===== config.mk =====
export PLATFORM = sky130hd
export DESIGN_NAME = mem_bus_if_flat
export DESIGN_NICKNAME = d
export VERILOG_FILES = /design/src/rtl/mem_bus_if_if.sv /design/src/rtl/mem_bus_if.sv /design/src/flat_wrapper.sv
export SDC_FILE = /design/constraint.sdc
export NUM_CORES = 1
export LEC_CHECK = 0
export BUFFER_PORTS_ARGS = -buffer_cell sky130_fd_sc_hd__buf_2
export CORE_ASPECT_RATIO = 0.8
export CORE_MARGIN = 4
export CORE_UTILIZATION = 40
export DETAILED_ROUTE_END_ITERATION = 8
export PLACE_DENSITY = 0.73
export RECOVER_POWER = 100
export SKIP_CTS_REPAIR_TIMING = 1
export SYNTH_ARGS = -nofsm -noshare
export SYNTH_HDL_FRONTEND = slang
export SYNTH_SLANG_ARGS = --single-unit

===== constraint.sdc =====
create_clock -name clk -period 3.45 [get_ports clk]
set_input_delay 0 -clock clk [delete_from_list [all_inputs] [get_ports clk]]
set_output_delay 0 -clock clk [all_outputs]
set_load 0.005 [all_outputs]

===== src/rtl/mem_bus_if_if.sv =====
// Wishbone-style data bus bundle between the CPU data-side bridge (master)
// and the system bus (slave).
interface mem_bus_if_if #(
  parameter int DW = 32,
  parameter int AW = 32,
  parameter int SW = 4
) ();
  logic [AW-1:0] addr_o;
  logic [DW-1:0] data_o;
  logic          we_o;
  logic [SW-1:0] sel_o;
  logic          stb_o;
  logic          cyc_o;
  logic [DW-1:0] data_i;
  logic          ack_i;

  modport master (
    output addr_o, data_o, we_o, sel_o, stb_o, cyc_o,
    input  data_i, ack_i
  );

  modport slave (
    input  addr_o, data_o, we_o, sel_o, stb_o, cyc_o,
    output data_i, ack_i
  );
endinterface


===== src/rtl/mem_bus_if.sv =====
// Turns single-cycle CPU load/store requests into registered Wishbone cycles,
// stalls the pipeline while a cycle is outstanding and holds load data across stalls.
module mem_bus_if #(
  parameter int DW = 32,
  parameter int AW = 32,
  parameter int SW = 4
) (
  input  logic          clk,
  input  logic          rst,
  input  logic [5:0]    stall_i,
  input  logic          flush_i,
  input  logic          cpu_ce_i,
  input  logic [AW-1:0] cpu_addr_i,
  input  logic [DW-1:0] cpu_data_i,
  input  logic          cpu_we_i,
  input  logic [SW-1:0] cpu_sel_i,
  output logic [DW-1:0] cpu_data_o,
  output logic          stallreq_o,
  mem_bus_if_if.master  wb
);

  typedef enum logic [1:0] {
    ST_IDLE = 2'd0,
    ST_BUSY = 2'd1,
    ST_HOLD = 2'd2
  } state_e;

  state_e        state_q, state_d;
  logic [AW-1:0] addr_q, addr_d;
  logic [DW-1:0] data_q, data_d;
  logic          we_q, we_d;
  logic [SW-1:0] sel_q, sel_d;
  logic          act_q, act_d;
  logic [DW-1:0] rd_buf_q, rd_buf_d;

  // State and bus registers; stb and cyc share one activity flag.
  always_ff @(posedge clk) begin
    if (rst) begin
      state_q  <= ST_IDLE;
      addr_q   <= {AW{1'b0}};
      data_q   <= {DW{1'b0}};
      we_q     <= 1'b0;
      sel_q    <= {SW{1'b0}};
      act_q    <= 1'b0;
      rd_buf_q <= {DW{1'b0}};
    end else begin
      state_q  <= state_d;
      addr_q   <= addr_d;
      data_q   <= data_d;
      we_q     <= we_d;
      sel_q    <= sel_d;
      act_q    <= act_d;
      rd_buf_q <= rd_buf_d;
    end
  end

  // Next-state, bus capture/clear and the combinational stall/data returns.
  always_comb begin
    state_d    = state_q;
    addr_d     = addr_q;
    data_d     = data_q;
    we_d       = we_q;
    sel_d      = sel_q;
    act_d      = act_q;
    rd_buf_d   = rd_buf_q;
    stallreq_o = 1'b0;
    cpu_data_o = {DW{1'b0}};
    case (state_q)
      ST_IDLE: begin
        stallreq_o = cpu_ce_i & ~flush_i;
        if (cpu_ce_i && !flush_i) begin
          addr_d  = cpu_addr_i;
          data_d  = cpu_data_i;
          we_d    = cpu_we_i;
          sel_d   = cpu_sel_i;
          act_d   = 1'b1;
          state_d = ST_BUSY;
        end else begin
          state_d = ST_IDLE;
        end
      end
      ST_BUSY: begin
        // Flush wins over a simultaneous ack: the returned word is discarded.
        if (flush_i) begin
          addr_d   = {AW{1'b0}};
          data_d   = {DW{1'b0}};
          we_d     = 1'b0;
          sel_d    = {SW{1'b0}};
          act_d    = 1'b0;
          rd_buf_d = {DW{1'b0}};
          state_d  = ST_IDLE;
        end else if (wb.ack_i) begin
          cpu_data_o = wb.data_i;
          addr_d     = {AW{1'b0}};
          data_d     = {DW{1'b0}};
          we_d       = 1'b0;
          sel_d      = {SW{1'b0}};
          act_d      = 1'b0;
          rd_buf_d   = wb.data_i;
          state_d    = (stall_i != 6'd0) ? ST_HOLD : ST_IDLE;
        end else begin
          stallreq_o = 1'b1;
          state_d    = ST_BUSY;
        end
      end
      ST_HOLD: begin
        cpu_data_o = rd_buf_q;
        if (flush_i) begin
          rd_buf_d = {DW{1'b0}};
          state_d  = ST_IDLE;
        end else if (stall_i == 6'd0) begin
          state_d = ST_IDLE;
        end else begin
          state_d = ST_HOLD;
        end
      end
      default: begin
        addr_d   = {AW{1'b0}};
        data_d   = {DW{1'b0}};
        we_d     = 1'b0;
        sel_d    = {SW{1'b0}};
        act_d    = 1'b0;
        rd_buf_d = {DW{1'b0}};
        state_d  = ST_IDLE;
      end
    endcase
  end

  assign wb.addr_o = addr_q;
  assign wb.data_o = data_q;
  assign wb.we_o   = we_q;
  assign wb.sel_o  = sel_q;
  assign wb.stb_o  = act_q;
  assign wb.cyc_o  = act_q;

endmodule


===== src/flat_wrapper.sv =====
// flat-port wrapper written by rule: the top's interface ports become plain ports
module mem_bus_if_flat 
#(
  parameter int DW = 32,
  parameter int AW = 32,
  parameter int SW = 4
)
  (clk, rst, stall_i, flush_i, cpu_ce_i, cpu_addr_i, cpu_data_i, cpu_we_i, cpu_sel_i, cpu_data_o, stallreq_o, wb_addr_o, wb_data_o, wb_we_o, wb_sel_o, wb_stb_o, wb_cyc_o, wb_data_i, wb_ack_i);
  mem_bus_if_if #(.DW(DW), .AW(AW), .SW(SW)) wb_i ();
  input  logic clk;
  input  logic rst;
  input  logic [5:0] stall_i;
  input  logic flush_i;
  input  logic cpu_ce_i;
  input  logic [AW-1:0] cpu_addr_i;
  input  logic [DW-1:0] cpu_data_i;
  input  logic cpu_we_i;
  input  logic [SW-1:0] cpu_sel_i;
  output logic [DW-1:0] cpu_data_o;
  output logic stallreq_o;
  output wire logic [$bits(wb_i.addr_o)-1:0] wb_addr_o;
  output wire logic [$bits(wb_i.data_o)-1:0] wb_data_o;
  output wire logic [$bits(wb_i.we_o)-1:0] wb_we_o;
  output wire logic [$bits(wb_i.sel_o)-1:0] wb_sel_o;
  output wire logic [$bits(wb_i.stb_o)-1:0] wb_stb_o;
  output wire logic [$bits(wb_i.cyc_o)-1:0] wb_cyc_o;
  input wire logic [$bits(wb_i.data_i)-1:0] wb_data_i;
  input wire logic [$bits(wb_i.ack_i)-1:0] wb_ack_i;
  assign wb_addr_o = wb_i.addr_o;
  assign wb_data_o = wb_i.data_o;
  assign wb_we_o = wb_i.we_o;
  assign wb_sel_o = wb_i.sel_o;
  assign wb_stb_o = wb_i.stb_o;
  assign wb_cyc_o = wb_i.cyc_o;
  assign wb_i.data_i = wb_data_i;
  assign wb_i.ack_i = wb_ack_i;
  mem_bus_if #(.DW(DW), .AW(AW), .SW(SW)) u_core (.clk(clk), .rst(rst), .stall_i(stall_i), .flush_i(flush_i), .cpu_ce_i(cpu_ce_i), .cpu_addr_i(cpu_addr_i), .cpu_data_i(cpu_data_i), .cpu_we_i(cpu_we_i), .cpu_sel_i(cpu_sel_i), .cpu_data_o(cpu_data_o), .stallreq_o(stallreq_o), .wb(wb_i));
endmodule

==> results of run 1 <==
flip-flops by register name, indices dropped and copies added, names as in the netlist:
| name | count |
|---|---|
| u_core.rd_buf_q | 32 |
| u_core.state_q | 2 |
| u_core.wb.addr_o | 32 |
| u_core.wb.cyc_o | 1 |
| u_core.wb.data_o | 32 |
| u_core.wb.sel_o | 4 |
| u_core.wb.we_o | 1 |
cells in the final DEF, fill, tap and decap left out, types with 2 or more instances in the layout:
master         synthesis  routed
nor2b_1               32      33
o21ai_0               57      68
clkbuf_2               1      12
dlygate4sd3_1          0     104
nand2_1              134     134
mux2i_1               32      32
clkbuf_1              29      83
buf_2                 14     124
inv_1                  4       4
a22oi_1               32      32
ha_1                   4       4
clkinvlp_4             0       2
nor3b_1                2       2
buf_4                  6       3
a21oi_1               73      73
clkbuf_16              0       9
dfxtp_1              104     104
and3_1                 2       2
worst reg2reg max path: cells and delay by family, from the launching register on:
| kind | cells | cell delay [ps] |
|---|---|---|
| buffers and inverters | 4 | 1500 |
| adder cells (fa/ha/maj) | 1 | 140 |
| flip-flops | 1 | 330 |
| AO/OA/AOI/OAI | 3 | 710 |
final timing paths:
kind                               to  depth (start not counted)  slack (ps)
setup / recovery  u_core.wb.data_o[2]                          8         700
hold / removal      u_core.state_q[0]                          4         100
setup reg to reg  u_core.wb.data_o[2]                          8         700
hold reg to reg   u_core.rd_buf_q[13]                          2         470
cells by family (layout without fill, tap and decap cells):
kind of cell	Yosys count	count (layout)	synth area share (%)
flip-flops	104	104	46.4
AND/OR/NAND/NOR	178	178	17.7
buffers and inverters	57	347	6.02
AO/OA/AOI/OAI	176	176	21.6
adder cells (fa/ha/maj)	4	4	1.12
multiplexers	32	32	7.14
routing by layer:
layer | GRT usage, % | part of all wire (%) | up-vias | routed length [µm]
met5 | 0 | 0 | - | 0
met4 | 5.85 | 2.4 | 0 | 357
met3 | 5.39 | 6.5 | 35 | 970
met2 | 31.3 | 51 | 215 | 7590
met1 | 22.3 | 40 | 2342 | 5920
li1 | - | - | 2435 | -
through the flow:
stage	hold slack, ps	setup WS, ps	utilization [%]
2_1_floorplan	32.2	1900	-
3_3_place_gp	246	1200	51.0
3_5_place_dp	251	1100	51.0
4_1_cts	-110	993	53.8
5_1_grt	119	432	62.2
6_report	104	701	62.2
final cells by class:
| class | instances | area (µm²) | area share (%) |
|---|---|---|---|
| flip-flops and latches | 104 | 2080 | 30.6 |
| inverters | 5 | 18.8 | 0.276 |
| multi-input cells | 390 | 2150 | 31.6 |
| repair buffers | 326 | 2070 | 30.5 |
| clock inverters | 4 | 53.8 | 0.791 |
| clock buffers | 12 | 246 | 3.62 |
| well taps | 144 | 180 | 2.65 |
power breakdown:
group	total, mW	internal [mW]	leakage (nW)	switching, mW
clock network	1.01	0.584	0.139	0.426
logic	0.372	0.192	1.57	0.180
registers	1.26	1.24	0.845	0.0195
total	2.64	2.02	2.56	0.626
==> metrics.md, run 1 <==
| Metric | Value |
|---|---|
| Fmax | 364 MHz |
| Worst-Margin Slew | 1240 ps |
| Status | completed |
| Total Nets Final | 952 |
| CTS sink cnt | 104 |
| MaxCap Viol Count | 0 |
| Cell count after synthesis | 551 |
| Clk Latency, worst-skew pair | 330 ps |
| I/O pins | 216 |
| Total wire length | 14,800 µm |
| Final slew viol count | 0 |
| Pwr dens | 389 mW/mm² |
| Cell mode on critical path | inv_1 |
| Synthesized flop and latch total | 104 |
| Share of cells above drive strength 1 | 19.1% |
| Die Y | 103 µm |
| Synth-to-Final Area Change | 51.5% |
| Post-synth net total | 667 |
| Crit end category | flip-flop |
| Die W | 126 µm |
| Slew HR | 17.5% |
| Syn avg cell area | 8.15 µm² |
| Cell taking the most area after synthesis | dfxtp_1 |
| Most common cell in the synthesized netlist | nand2_1 |
| Async set-or-reset flop fraction in the synthesized netlist | 0% |
| Post-synth top cells | nand2_1, dfxtp_1, a21oi_1, o21ai_0 |
| Slowest cell on crit path | clkbuf_1 |
| Cts bufs inserted | 9 |
| H-tree depth reported by CTS | 3 |
| FF-to-FF Start | u_core.state_q[0] |
| Post-synth top area share | 46.4% |
| Iteration-0 DRC Markers | 328 |
| CTS tree | done |
| EDFF count, synth | 0 |
| Antenna cells | 0 |
| Maximum clock insertion buffer count | 2 |
| Core Region | 0.0109 mm² |
| Crit path DAT | 3000 ps |
| Fill cells | 931 |
| Mapped Area | 0.00449 mm² |
| Setup Skew | 3.16 ps |
| Worst min path class | in -> reg |
| CP max FO | 34 |
| Pwr Total | 2.64 mW |
| Unrepaired setup endpoints after global routing | false |
| Startpoint Class | flip-flop |
| Global-route wire length before repair | 19,800 µm |
| Routability cong. | 0.796 |
| Fin Setup TNS | 0 ps |
| Area contributors post-synth | dfxtp_1, nand2_1, a21oi_1, mux2i_1, o21ai_0 |
| Starting Density | 41.1% |
| Critical path origin | u_core.state_q[0] |
| Delay-heaviest family, CP | buffers and inverters |
| Antenna violations before repair | 0 |
| Vias in the first global route | 4,201 |
| Netlist cell types | 27 |
| # setup viols final | 0 |
| Via count | 5,027 |
| Setup CP Type | reg -> reg |
| Primary FF master, synth | dfxtp_1 |
| GRT Overall Usage | 18.3% |
| DRC viols | 0 |
| 1st-pass router iterations | 5 |
| Largest net degree at the start of global routing | 72 |
| Cell Count, Final, Fillers Out | 985 |
| Leak Pwr | 2.56 nW |
| # port buffers | 215 |
| Worst path max stage delay | 630 ps |
| Hold Startpoint | cpu_ce_i |
| Total gr overflow | 0 |
| DP Wirelength | 8930 µm |
| Dpl cells | 865 |
| Yosys warns | 0 |
| Critical-path cell list | inv_1, ha_1, clkbuf_2, inv_1, o21ai_4, clkbuf_1, o21ai_0, a21oi_1 |
| Root Driver | clkbuf_16 |
| Die ar. | 0.0130 mm² |
| Finished Cell Area | 0.00680 mm² |
| Wire per inst | 15.1 µm |
| Worst vdd ir | 279 µV |
| ANT nets after route | 0 |
| Row cnt | 34 |
| Placed inst area | 0.00558 mm² |
| Final critical-path share of the clock period | 79.7% |
| Post-DR vias/cell | 5.10 |
| Post-synthesis sequential area ratio | 46.4% |
| Buf+Inv Stages, Crit Path | 4 |
| Final Hold Violating Endpoints | 0 |
| Clock Pin Slew Worst Setup and Hold Paths | 70 ps |
| Req. time, crit path | 3700 ps |
| Final critical-path required period | 2750 ps |
(Power assumes the default switching activity.)
==> run 2: changes to the inputs <==
- ABC_AREA: default -> 1
- PLACE_DENSITY: 0.73 -> 0.7
- clock period: 3.45 -> 2.9 ns (I/O delays scaled with it)
==> metrics.md, run 2 <==
| Metric | Value |
|---|---|
| Die ar. | 0.0152 mm² (+17%) |
| Share of cells above drive strength 1 | 16.7% (-2.5 points) |
| Async set-or-reset flop fraction in the synthesized netlist | 0% (unchanged) |
| Multi-input logic area | 0.00242 mm² (+13%) |
| ANT nets after route | 0 (unchanged) |
| Core Region | 0.0129 mm² (+18%) |
| Iteration-0 DRC Markers | 323 (-1.5%) |
| CTS sink cnt | 104 (unchanged) |
| Most common cell in the synthesized netlist | nand2_1 |
| H-tree depth reported by CTS | 3 (unchanged) |
| Post-synth top cells | nand2_1, inv_1, dfxtp_1, a21oi_1, nor2_1 |
| Total wire length | 15,100 µm (+1.6%) |
| Unrepaired setup endpoints after global routing | false |
| EDFF count, synth | 0 (unchanged) |
| Worst vdd ir | 252 µV (-9.7%) |
| Storage cell area | 0.00208 mm² (unchanged) |
| Synth-to-Final Area Change | 23.8% |
| Vias in the first global route | 5,030 (+20%) |
| CTS tree | done |
| Cell taking the most area after synthesis | dfxtp_1 |
| Clock Pin Slew Worst Setup and Hold Paths | 70 ps (about the same) |
| Largest net degree at the start of global routing | 72 (unchanged) |
| Post-synth top area share | 39.2% (-7.2 points) |
| Post-layout util | 50.9% (-11 points) |
| # port buffers | 215 (unchanged) |
| Die Y | 111 µm (+8.1%) |
| Most common cell after layout, fill and taps aside | nand2_1 |
| Final Hold Violating Endpoints | 0 (unchanged) |
| DRC viols | 0 (unchanged) |
| Req. time, crit path | 3130 ps (-570 ps) |
| Netlist cell types | 21 (-22%) |
| Slew HR | 33.6% (+16 points) |
| Cts bufs inserted | 9 (unchanged) |
| Clk Latency, worst-skew pair | 330 ps (about the same) |
| Worst-Margin Slew | 993 ps (-244 ps) |
| Fmax | 418 MHz (+15%) |
| Dpl cells | 1,171 (+35%) |
| Worst min path class | in -> reg |
| Die W | 137 µm (+8.2%) |
| Leak Pwr | 3.31 nW (+29%) |
| Starting Density | 41.1% (+0.052 points) |
| Setup Skew | 7.21 ps (+4.05 ps) |
| Primary FF master, synth | dfxtp_1 |
| Yosys warns | 0 (unchanged) |
| Crit end category | flip-flop |
| GRT Overall Usage | 19.1% (+0.86 points) |
| Cell Count, Final, Fillers Out | 1,190 (+21%) |
| Fill cells | 1,369 (+47%) |
| Area contributors post-synth | dfxtp_1, nand2_1, a21oi_1, inv_1, nand4_1 |
| DP Wirelength | 9850 µm (+10%) |
| Antenna violations before repair | 0 (unchanged) |
| Final critical-path required period | 2390 ps (-357 ps) |
| Antenna cells | 0 (unchanged) |
| 1st-pass router iterations | 4 (-1) |
| Routability cong. | 0.798 (+0.26%) |
| R2R Setup Slk | 510 ps (-190 ps) |
| Post-synth net total | 954 (+43%) |
| Row cnt | 37 (+8.8%) |
| CP max FO | 32 (-5.9%) |
| Mapped Area | 0.00531 mm² (+18%) |
| I/O pins | 216 (unchanged) |
| Total Nets Final | 1,126 (+18%) |
| Synthesized flop and latch total | 104 (unchanged) |
| Via count | 5,644 (+12%) |
| Final slew viol count | 0 (unchanged) |
| Total gr overflow | 0 (unchanged) |
| Global-route wire length before repair | 24,600 µm (+24%) |
| Fin Setup TNS | 0 ps (unchanged) |
| Startpoint Class | flip-flop |
| Post-DR vias/cell | 4.74 (-7.1%) |
| Syn avg cell area | 6.34 µm² (-22%) |
| Cell count after synthesis | 838 (+52%) |
| Post-synthesis sequential area ratio | 39.2% (-7.2 points) |
| Status | completed |
| Commonest non-fill, non-tap cells in the layout | nand2_1, buf_2, inv_1 |
| # setup viols final | 0 (unchanged) |
| Wire per inst | 12.7 µm (-16%) |
| Setup CP Type | reg -> reg |
| Maximum clock insertion buffer count | 2 (unchanged) |
| Final critical-path share of the clock period | 82.5% (+2.8 points) |
| Pwr dens | 497 mW/mm² (+28%) |
| Crit path DAT | 2620 ps (-380 ps) |
| MaxCap Viol Count | 0 (unchanged) |
| Root Driver | clkbuf_16 |
==> run 2: cell count changes after synthesis, moves of 22 or more <==
cell	change
a21oi_1	+30
nand4_1	+71
buf_2	+22
nor2b_1	-32
mux2i_1	-32
nand2_1	+107
nor2_1	+97
a22oi_1	-32
o21ai_0	-41
inv_1	+118
==> run 2: critical path, cell delays in order, from the launching register on <==
cell	delay [ps]
dfxtp_1	330
inv_1	90
ha_2	460
a21oi_2	40
nand2_1	740
inv_2	350
nor2_1	190
nor2_1	60
==> run 2: stage by stage <==
step | setup WS [ps] | instance area [µm²] | hold WS, ps | power, mW
6_report | 508 | 6570 | 17.2 | 3.26
5_1_grt | 247 | 6570 | 15.0 | 3.45
4_1_cts | 717 | 6650 | -91.9 | 3.31
3_5_place_dp | 753 | 6370 | 265 | 2.15
3_3_place_gp | 860 | 6370 | 275 | 2.15
2_1_floorplan | 1480 | 5310 | 125 | 1.95
==> run 2: area by class of cell <==
cell class / count / share of cell area (%)
Inverter: 125 / 7.14
Clock inverter: 6 / 0.628
Tap cell: 175 / 3.33
Sequential cell: 104 / 31.7
Clock buffer: 10 / 3.64
Timing Repair Buffer: 229 / 16.7
Multi-Input combinational cell: 541 / 36.9
==> run 2: cell families (layout without fill, tap and decap cells) <==
family,count (synthesis),in the layout,synth area share [%]
adder cells (fa/ha/maj),4,4,0.943
AND/OR/NAND/NOR,417,417,33.4
flip-flops,104,104,39.2
AO/OA/AOI/OAI,120,120,11.4
buffers and inverters,193,370,15.1
==> run 2: where the power goes <==
| group | total [mW] | switching, mW | internal (mW) |
|---|---|---|---|
| logic | 0.539 | 0.326 | 0.213 |
| clock network | 1.16 | 0.546 | 0.610 |
| registers | 1.57 | 0.0466 | 1.52 |
| total | 3.26 | 0.919 | 2.35 |
==> run 2: worst paths after layout <==
check,start,endpoint,cells past startpoint
worst max-delay path,u_core.state_q[1],u_core.rd_buf_q[24],7
worst min-delay path,wb_data_i[4],u_core.rd_buf_q[4],5
worst max register to register,u_core.state_q[1],u_core.rd_buf_q[24],7
worst min register to register,u_core.wb.addr_o[2],u_core.wb.addr_o[2],2
==> run 2: layer usage <==
layer	share of wire [%]	global-route usage (%)	routed length [µm]	vias to the layer above
li1	-	-	-	2956
met1	45	26.5	6820	2522
met2	46	29.4	6980	146
met3	6.7	4.85	1020	20
met4	1.7	5.32	256	0
met5	0	0	0	-
==> run 3: changes to the inputs <==
- ABC_AREA: 1 -> 0
- PLACE_DENSITY: 0.7 -> 0.76
- clock period: 2.9 -> 2.15 ns (I/O delays scaled with it)
==> metrics.md, run 3 (synthesis results as in run 1) <==
| Metric | Value |
|---|---|
| Storage cell area | 0.00208 mm² (unchanged) |
| Pwr dens | 614 mW/mm² (+24%) |
| Via count | 4,969 (-12%) |
| Vias in the first global route | 4,080 (-19%) |
| Starting Density | 41.1% (-0.052 points) |
| Total Nets Final | 955 (-15%) |
| Leak Pwr | 2.61 nW (-21%) |
| Antenna cells | 0 (unchanged) |
| Crit end category | primary output |
| Antenna violations before repair | 0 (unchanged) |
| Clk Latency, worst-skew pair | 330 ps (about the same) |
| Slowest cell on crit path | buf_4 |
| 1st-pass router iterations | 5 (+1) |
| Status | finished with violations |
| Setup Skew | 3.96 ps (-3.26 ps) |
| Post-layout util | 62.7% (+12 points) |
| Total gr overflow | 0 (unchanged) |
| Final slew viol count | 0 (unchanged) |
| Pwr Total | 4.21 mW (+29%) |
| # port buffers | 215 (unchanged) |
| Fill cells | 909 (-34%) |
| DRC viols | 0 (unchanged) |
| Most common cell after layout, fill and taps aside | nand2_1 |
| Worst-Margin Slew | 756 ps (-238 ps) |
| Synth-to-Final Area Change | 52.8% |
| Post-DR vias/cell | 5.04 (+6.4%) |
| MaxCap Viol Count | 0 (unchanged) |
| Failing checks | hold timing |
| Req. time, crit path | 2150 ps (-980 ps) |
| Root Driver | clkbuf_16 |
| Share of cells above drive strength 1 | 20.3% (+3.7 points) |
| Largest net degree at the start of global routing | 72 (unchanged) |
| CP max FO | 32 (unchanged) |
| Clock Pin Slew Worst Setup and Hold Paths | 60 ps (about the same) |
| Row cnt | 34 (-8.1%) |
| Total wire length | 14,600 µm (-2.9%) |
| Cts bufs inserted | 9 (unchanged) |
| Slew HR | 49.6% (+16 points) |
| Die ar. | 0.0130 mm² (-14%) |
| Routability cong. | 0.739 (-7.4%) |
| Final critical-path share of the clock period | 92.0% |
| Die W | 126 µm (-7.6%) |
| CTS tree | done |
| CTS sink cnt | 104 (unchanged) |
| Critical-path cell list | inv_1, ha_1, and3_1, buf_4, a22oi_1, nor2b_1, buf_2 |
| Final critical-path required period | 1980 ps |
| Worst min path class | in -> reg |
| ANT nets after route | 0 (unchanged) |
| Wire per inst | 14.8 µm (+17%) |
| Unrepaired setup endpoints after global routing | false |
| Worst path max stage delay | 340 ps (-400 ps) |
| Startpoint Class | flip-flop |
| Multi-input logic area | 0.00216 mm² (-11%) |
| Final Hold Violating Endpoints | 1 (+1) |
| Crit path DAT | 1980 ps (-640 ps) |
| # setup viols final | 0 (unchanged) |
| Commonest non-fill, non-tap cells in the layout | nand2_1, buf_2, dlygate4sd3_1, dfxtp_1, clkbuf_1 |
| DP Wirelength | 8450 µm (-14%) |
| GRT Overall Usage | 17.7% (-1.4 points) |
| Fin Setup TNS | 0 ps (unchanged) |
| Worst vdd ir | 460 µV (+82%) |
| Core Region | 0.0109 mm² (-15%) |
| Worst hold margin | -21.5 ps (-38.7 ps) |
| Global-route wire length before repair | 19,200 µm (-22%) |
| Die Y | 103 µm (-7.5%) |
| Iteration-0 DRC Markers | 281 (-13%) |
| Fmax | 506 MHz |
| Maximum clock insertion buffer count | 2 (unchanged) |
| I/O pins | 216 (unchanged) |
| Setup CP Type | reg -> out |
| H-tree depth reported by CTS | 3 (unchanged) |
## run 3: cell types whose count changed in the layout (fill, tap and decap cells not counted), moves of 12 or more
cell	change
nor2b_1	+32
mux2i_1	+32
nand2_1	-108
dlygate4sd3_1	+101
a21oi_1	-30
o21ai_1	+12
nor2_1	-97
inv_1	-118
o21ai_0	+41
a22oi_1	+32
nand4_1	-71
## run 3: power by group
part	total (mW)	internal (mW)	switching, mW
combinational	0.615	0.321	0.293
clock	1.58	0.915	0.662
sequential	2.02	1.99	0.0306
## run 3: final timing paths
path	start	endpoint	slack [ps]	cells after the start
worst max-delay path	u_core.state_q[1]	cpu_data_o[15]	170	7
worst min-delay path	stall_i[1]	u_core.state_q[1]	-20	3
worst max register to register	u_core.state_q[0]	u_core.wb.data_o[11]	300	7
worst min register to register	u_core.rd_buf_q[4]	u_core.rd_buf_q[4]	460	2
## run 3: layer usage
layer  wire [µm]  track usage, %  vias to the layer above
met5           0               0                        -
met4         492            6.27                        0
met3        1040            5.59                       47
met2        7040            28.1                      229
met1        6050            23.1                     2254
li1            -               -                     2439
## run 3: metrics by stage
stage	cells	instance area (µm²)	worst slack [ps]	hold slack (ps)
after detailed placement	868	5640	145	248
after global routing	985	6860	57.1	11.4
after floorplan	551	4490	601	32.2
after CTS	881	5920	133	-116
after global placement	868	5640	236	247
final	985	6860	172	-21.5
## run 3: worst max-delay path, delay by kind of cell, from the launching register on
family / cells / cell delay (ps)
compound gates: 1 / 140
fa+ha+maj: 1 / 250
buf+inv: 3 / 580
flops: 1 / 320
simple gates: 2 / 360
## run 3: layout make-up
type	count	share of cell area, %
Multi-Input combinational cell	390	31.4
Timing Repair Buffer	329	31.1
Sequential cell	104	30.4
Clock buffer	10	3.49
Tap cell	144	2.63
Clock inverter	3	0.657
Inverter	5	0.274
